[config.mk]
export PLATFORM = sky130hd
export DESIGN_NAME = hazard_ctrl
export DESIGN_NICKNAME = d
export VERILOG_FILES = /design/src/rtl/hazard_ctrl.sv
export SDC_FILE = /design/constraint.sdc
export NUM_CORES = 1
export LEC_CHECK = 0
export CORE_MARGIN = 2
export CORE_UTILIZATION = 53
export DETAILED_ROUTE_END_ITERATION = 12
export GPL_TIMING_DRIVEN = 0
export MAX_ROUTING_LAYER = met4
export PLACE_DENSITY = 0.81
export SLEW_MARGIN = 20
export SYNTH_ARGS = -nofsm -noshare
export SYNTH_HDL_FRONTEND = slang
export SYNTH_SLANG_ARGS = --single-unit
[constraint.sdc]
create_clock -name clk -period 2.64 [get_ports clk]
set_input_delay 0.528 -clock clk [delete_from_list [all_inputs] [get_ports clk]]
set_output_delay 0.528 -clock clk [all_outputs]
set_load 0.01 [all_outputs]
[src/rtl/hazard_ctrl.sv]
// Pipeline hazard controller: tracks E/M/W producer records, raises stall on
// unresolved RAW / HI-LO hazards and picks forwarding sources for D and E operands.
module hazard_ctrl (
    input  logic       clk,
    input  logic       reset,
    input  logic [4:0] d_r_new,
    input  logic [1:0] d_t_new,
    input  logic [4:0] d_r_use1,
    input  logic [4:0] d_r_use2,
    input  logic [1:0] d_t_use1,
    input  logic [1:0] d_t_use2,
    input  logic       d_md_start,
    input  logic       d_md_is_div,
    input  logic       d_md_use,
    output logic       stall,
    output logic [1:0] fwd_d1_sel,
    output logic [1:0] fwd_d2_sel,
    output logic [1:0] fwd_e1_sel,
    output logic [1:0] fwd_e2_sel,
    output logic       md_busy
);

    logic [4:0] e_r_new_q, e_r_new_d, e_r_use1_q, e_r_use1_d, e_r_use2_q, e_r_use2_d;
    logic [1:0] e_t_new_q, e_t_new_d;
    logic       e_md_start_q, e_md_start_d, e_is_div_q, e_is_div_d;
    logic [4:0] m_r_new_q, m_r_new_d, w_r_new_q, w_r_new_d;
    logic [1:0] m_t_new_q, m_t_new_d, w_t_new_q, w_t_new_d;
    logic [3:0] cnt_q, cnt_d;
    logic       raw_stall_s;

    function automatic logic [1:0] sat_dec(input logic [1:0] t);
        if (t == 2'd0) return 2'd0;
        else           return t - 2'd1;
    endfunction

    // Register 0 is hardwired; a match against it is never a dependency.
    function automatic logic raw_hazard(input logic [4:0] use_r, input logic [1:0] use_t,
                                        input logic [4:0] rn, input logic [1:0] tn);
        return (use_r != 5'd0) && (rn == use_r) && (tn > use_t);
    endfunction

    function automatic logic [1:0] fwd_d(input logic [4:0] use_r,
                                         input logic [4:0] er, input logic [1:0] et,
                                         input logic [4:0] mr, input logic [1:0] mt,
                                         input logic [4:0] wr, input logic [1:0] wt);
        if (use_r == 5'd0)    return 2'd0;
        else if (er == use_r) return (et == 2'd0) ? 2'd1 : 2'd0;
        else if (mr == use_r) return (mt == 2'd0) ? 2'd2 : 2'd0;
        else if (wr == use_r) return (wt == 2'd0) ? 2'd3 : 2'd0;
        else                  return 2'd0;
    endfunction

    function automatic logic [1:0] fwd_e(input logic [4:0] use_r,
                                         input logic [4:0] mr, input logic [1:0] mt,
                                         input logic [4:0] wr, input logic [1:0] wt);
        if (use_r == 5'd0)    return 2'd0;
        else if (mr == use_r) return (mt == 2'd0) ? 2'd1 : 2'd0;
        else if (wr == use_r) return (wt == 2'd0) ? 2'd2 : 2'd0;
        else                  return 2'd0;
    endfunction

    assign md_busy = (cnt_q != 4'd0);

    // Hazard detection and forwarding selection.
    always_comb begin
        raw_stall_s = raw_hazard(d_r_use1, d_t_use1, e_r_new_q, e_t_new_q)
                    | raw_hazard(d_r_use1, d_t_use1, m_r_new_q, m_t_new_q)
                    | raw_hazard(d_r_use2, d_t_use2, e_r_new_q, e_t_new_q)
                    | raw_hazard(d_r_use2, d_t_use2, m_r_new_q, m_t_new_q);
        stall       = raw_stall_s | (d_md_use & (md_busy | e_md_start_q));
        fwd_d1_sel  = fwd_d(d_r_use1, e_r_new_q, e_t_new_q, m_r_new_q, m_t_new_q, w_r_new_q, w_t_new_q);
        fwd_d2_sel  = fwd_d(d_r_use2, e_r_new_q, e_t_new_q, m_r_new_q, m_t_new_q, w_r_new_q, w_t_new_q);
        fwd_e1_sel  = fwd_e(e_r_use1_q, m_r_new_q, m_t_new_q, w_r_new_q, w_t_new_q);
        fwd_e2_sel  = fwd_e(e_r_use2_q, m_r_new_q, m_t_new_q, w_r_new_q, w_t_new_q);
    end

    // Next-state for stage records and the mult/div busy counter.
    always_comb begin
        e_r_new_d    = d_r_new;
        e_t_new_d    = d_t_new;
        e_r_use1_d   = d_r_use1;
        e_r_use2_d   = d_r_use2;
        e_md_start_d = d_md_start;
        e_is_div_d   = d_md_is_div;
        if (stall) begin
            e_r_new_d    = 5'd0;
            e_t_new_d    = 2'd0;
            e_r_use1_d   = 5'd0;
            e_r_use2_d   = 5'd0;
            e_md_start_d = 1'b0;
            e_is_div_d   = 1'b0;
        end else begin
            e_md_start_d = d_md_start;
        end
        m_r_new_d = e_r_new_q;
        m_t_new_d = sat_dec(e_t_new_q);
        w_r_new_d = m_r_new_q;
        w_t_new_d = sat_dec(m_t_new_q);
        // Load only from idle so an in-flight operation is never restarted.
        if (e_md_start_q && (cnt_q == 4'd0)) cnt_d = e_is_div_q ? 4'd10 : 4'd5;
        else if (cnt_q != 4'd0)              cnt_d = cnt_q - 4'd1;
        else                                 cnt_d = cnt_q;
    end

    // State registers with synchronous reset.
    always_ff @(posedge clk) begin
        if (reset) begin
            e_r_new_q    <= 5'd0;
            e_t_new_q    <= 2'd0;
            e_r_use1_q   <= 5'd0;
            e_r_use2_q   <= 5'd0;
            e_md_start_q <= 1'b0;
            e_is_div_q   <= 1'b0;
            m_r_new_q    <= 5'd0;
            m_t_new_q    <= 2'd0;
            w_r_new_q    <= 5'd0;
            w_t_new_q    <= 2'd0;
            cnt_q        <= 4'd0;
        end else begin
            e_r_new_q    <= e_r_new_d;
            e_t_new_q    <= e_t_new_d;
            e_r_use1_q   <= e_r_use1_d;
            e_r_use2_q   <= e_r_use2_d;
            e_md_start_q <= e_md_start_d;
            e_is_div_q   <= e_is_div_d;
            m_r_new_q    <= m_r_new_d;
            m_t_new_q    <= m_t_new_d;
            w_r_new_q    <= w_r_new_d;
            w_t_new_q    <= w_t_new_d;
            cnt_q        <= cnt_d;
        end
    end

endmodule
==> results.tsv <==
stage	metric	value	unit
power_and_ir_drop	Leak Pwr	1.19	nW
critical_path	endpoint class of the critical path	output pin	
sta	Relative slew margins	67.2	%
detailed_routing	1st-pass router iterations	4	
logic_synthesis	top_reg_cell synth	dfxtp_1	
final_layout	ratio of cells with drive above 1 in the final layout	17.5	%
cts	Sinks on Clock Net	37	
logic_synthesis	Mapped Area	2190	sq um
detailed_routing	vias per cell	5.53	
sta	Final Max Tran Viols	0	
sta	final count of hold timing violations	0	
logic_synthesis	Simple-Gate Fraction of Synth Area	25.4	%
cts	clk root buf	clkbuf_8	
critical_path	Worst EP required	2.11	ns
cts	CTS buffer count	5	
place	DP HPWL	3760	microns
cts	H-Tree Depth	2	
logic_synthesis	share of the synthesized area in the top cell type	33.8	%
place	placed instance count	333	
die	io pins	36	
sta	RSZ-0062 raised after global routing	true	
cts	CTS tree	yes	
detailed_routing	Initial DRC Count	76	
logic_synthesis	Syn Area/Cell	8.81	sq um
place	Routability Congestion	0.869	
final_layout	Layout Area Growth over Synthesis	29.2	%
sta	Final WS setup	-0.0101	ns
sta	skew final	0.00574	ns
critical_path	CP peak stage delay	0.53	ns
detailed_routing	detailed-route wire length	5370	microns
global_routing	initial antenna violation count	0	
logic_synthesis	number of flops mapped to enable cells by yosys	0	
sta	max frequency	377	MHz
hold_path	critical hold path startpoint	m_t_new_q[0]	
detailed_routing	Routed Antenna Nets	0	
global_routing	vias in the first global route	1778	
sta	final setup TNS	-0.0101	ns
critical_path	CP Max Fanout	5	
critical_path	crit path max-delay cell type	or4_4	
logic_synthesis	top cells by area, synth	dfxtp_1, xnor2_1, xor2_1, ha_1, nor4_1	
logic_synthesis	post-synthesis sequential area ratio	33.8	%
run	maxcap violations	0	
logic_synthesis	largest family of logic cells by synthesized area	simple AND/OR/NAND/NOR gates	
final_layout	fin util	70.8	%
die	die area	4670	sq um
detailed_routing	drt wl/cell	15.8	microns
logic_synthesis	most frequent cell after synthesis	dfxtp_1	
final_layout	Finished Layout Cells	341	
status	violated checks	setup timing	
sta	Period minus WS final	2.65	ns
power_and_ir_drop	total power	1.80	mW
die	Die Wd	68.3	microns
global_routing	Global Route Usage Sum	25.7	%
logic_synthesis	asr flop ratio synth	0	%
sta	Worst Tran Pin Value	0.492	ns
critical_path	worst r2r src	m_r_new_q[3]	
critical_path	startpoint types	input port	
logic_synthesis	area fraction in compound gates after synthesis	7.30	%
global_routing	first-pass GRT wire length	8350	microns
critical_path	WP data arrival	2.12	ns
cts	Clock transition at path regs	0.07	ns
sta	Final period util	100	%
hold_path	Hold Crit Class	flop to flop	
cts	clk buf depth	2	
logic_synthesis	count of different cell masters after synthesis	31	
logic_synthesis	Synth warnings	0	
die	core footprint	4000	sq um
critical_path	crit path from	d_r_use1[2]	
global_routing	total gr overflow	0	
logic_synthesis	adder-cell share of the synthesized area	6.85	%
die	Initial Util	54.8	%
status	outcome	finished with violations	
logic_synthesis	area leader, netlist	dfxtp_1	
critical_path	crit path cell chain	buf_4 > or4_4 > nor2_4 > a211o_1 > o22ai_4 > or3_1 > buf_2	
logic_synthesis	multiplexer share of the synthesized area	0.913	%
logic_synthesis	Post-Syn Instances	249	
power_and_ir_drop	maximum VDD drop	439	uV
logic_synthesis	Yosys reg bits	37	
power_and_ir_drop	power per cell area	634	nW/um^2
logic_synthesis	xor and xnor fraction of the mapped netlist area	20.8	%
die	Rows	23	
cts	worst-skew pair later-pin latency	0.29	ns
global_routing	largest net degree at the start of global routing	11	
detailed_routing	Post-route DRC	0	
place	port bufs	34	
final_layout	antenna cells	0	
detailed_routing	via count	1887	
die	die height	68.3	microns
critical_path	CP Class	input port to output pin	
sta	final setup violation count	1	
logic_synthesis	Net Count, Synth	287	
final_layout	Final #Nets	329	
logic_synthesis	Synth top cells by count	dfxtp_1, xnor2_1, xor2_1	
[power by group]
group / total, mW / leakage [nW] / internal, mW / switching [mW]
Sequential: 0.727 / 0.306 / 0.641 / 0.0861
Clock: 0.394 / 0.0443 / 0.207 / 0.187
Combinational: 0.677 / 0.836 / 0.349 / 0.328
[cell type report]
type / instances / area [sq um]
Multi-Input combinational cell: 185 / 1480
Fill cell: 306 / 1170
Sequential cell: 37 / 746
Timing Repair Buffer: 42 / 388
Clock buffer: 7 / 86.3
Tap cell: 50 / 62.6
Inverter: 12 / 45.0
Buffer: 8 / 31.3
[metal layers]
metal | wire length, microns | global-route usage (%) | part of all wire (%) | up-vias
li1 | - | - | - | 935
met2 | 2730 | 46.2 | 51 | 59
met5 | 0 | - | 0 | -
met3 | 245 | 5.76 | 4.6 | 14
met4 | 112 | 6.25 | 2.1 | 0
met1 | 2280 | 28.6 | 42 | 879
[placed cells by master (no fill, tap or decap), types with 3 or more instances in the layout]
cell,count
dfxtp_1,33
xnor2_1,30
xor2_1,22
nor4_1,21
nand2b_1,20
clkdlybuf4s50_1,15
nor3_1,12
inv_1,10
nor2b_1,10
buf_4,10
clkbuf_1,8
ha_1,7
nand3_1,6
a21oi_1,6
clkbuf_8,6
nor2_1,5
buf_2,5
a211oi_1,4
ha_4,4
dlygate4sd2_1,4
dfxtp_2,4
nand2_1,3
or3_1,3
and3_1,3
dlymetal6s2s_1,3
[flip-flops by register name (all words and copies together), names as in the netlist, 2 cells and up]
signal / flops
w_t_new_q: 2
w_r_new_q: 5
cnt_q: 4
e_r_new_q: 5
e_r_use2_q: 5
m_r_new_q: 5
m_t_new_q: 2
e_r_use1_q: 5
e_t_new_q: 2
[what timing repair did]
action | 4_1_cts | 5_1_grt
buffers inserted | 5 | 3
pin swaps | 12 | 13
endpoints found under the setup margin | 7 | 5
hold buffers | 0 | 0
resized for setup | 68 | 27
[worst paths after layout]
| path | depth (start not counted) | to | slack [ns] |
|---|---|---|---|
| worst min register to register | 1 | w_t_new_q[0] | 0.43 |
| worst max-delay path | 7 | stall | -0.01 |
| worst min-delay path | 1 | w_t_new_q[0] | 0.43 |
| worst max register to register | 7 | e_t_new_q[1] | 0.65 |
[cells by family after synthesis]
| family | Yosys count |
|---|---|
| multiplexers | 2 |
| AO/OA/AOI/OAI | 23 |
| buffers and inverters | 27 |
| AND/OR/NAND/NOR | 96 |
| XOR/XNOR | 52 |
| flip-flops | 37 |
| adder cells (fa/ha/maj) | 12 |
[worst max-delay path, delay by kind of cell]
family                 cells  cell delay [ns]
AND/OR/NAND/NOR            3             1.02
buffers and inverters      2             0.29
AO/OA/AOI/OAI              2             0.27
[per-stage QoR]
stage               hold slack (ns)  instance area [sq um]  setup WS, ns
finish                        0.428                   2830       -0.0101
global route                  0.431                   2830       -0.0578
CTS                           0.422                   2770        -0.162
detailed placement            0.410                   2600         -1.19
global placement              0.406                   2600         -1.23
floorplan                     0.397                   2190        0.0907
Note: power is estimated with default switching activity, not from simulation.
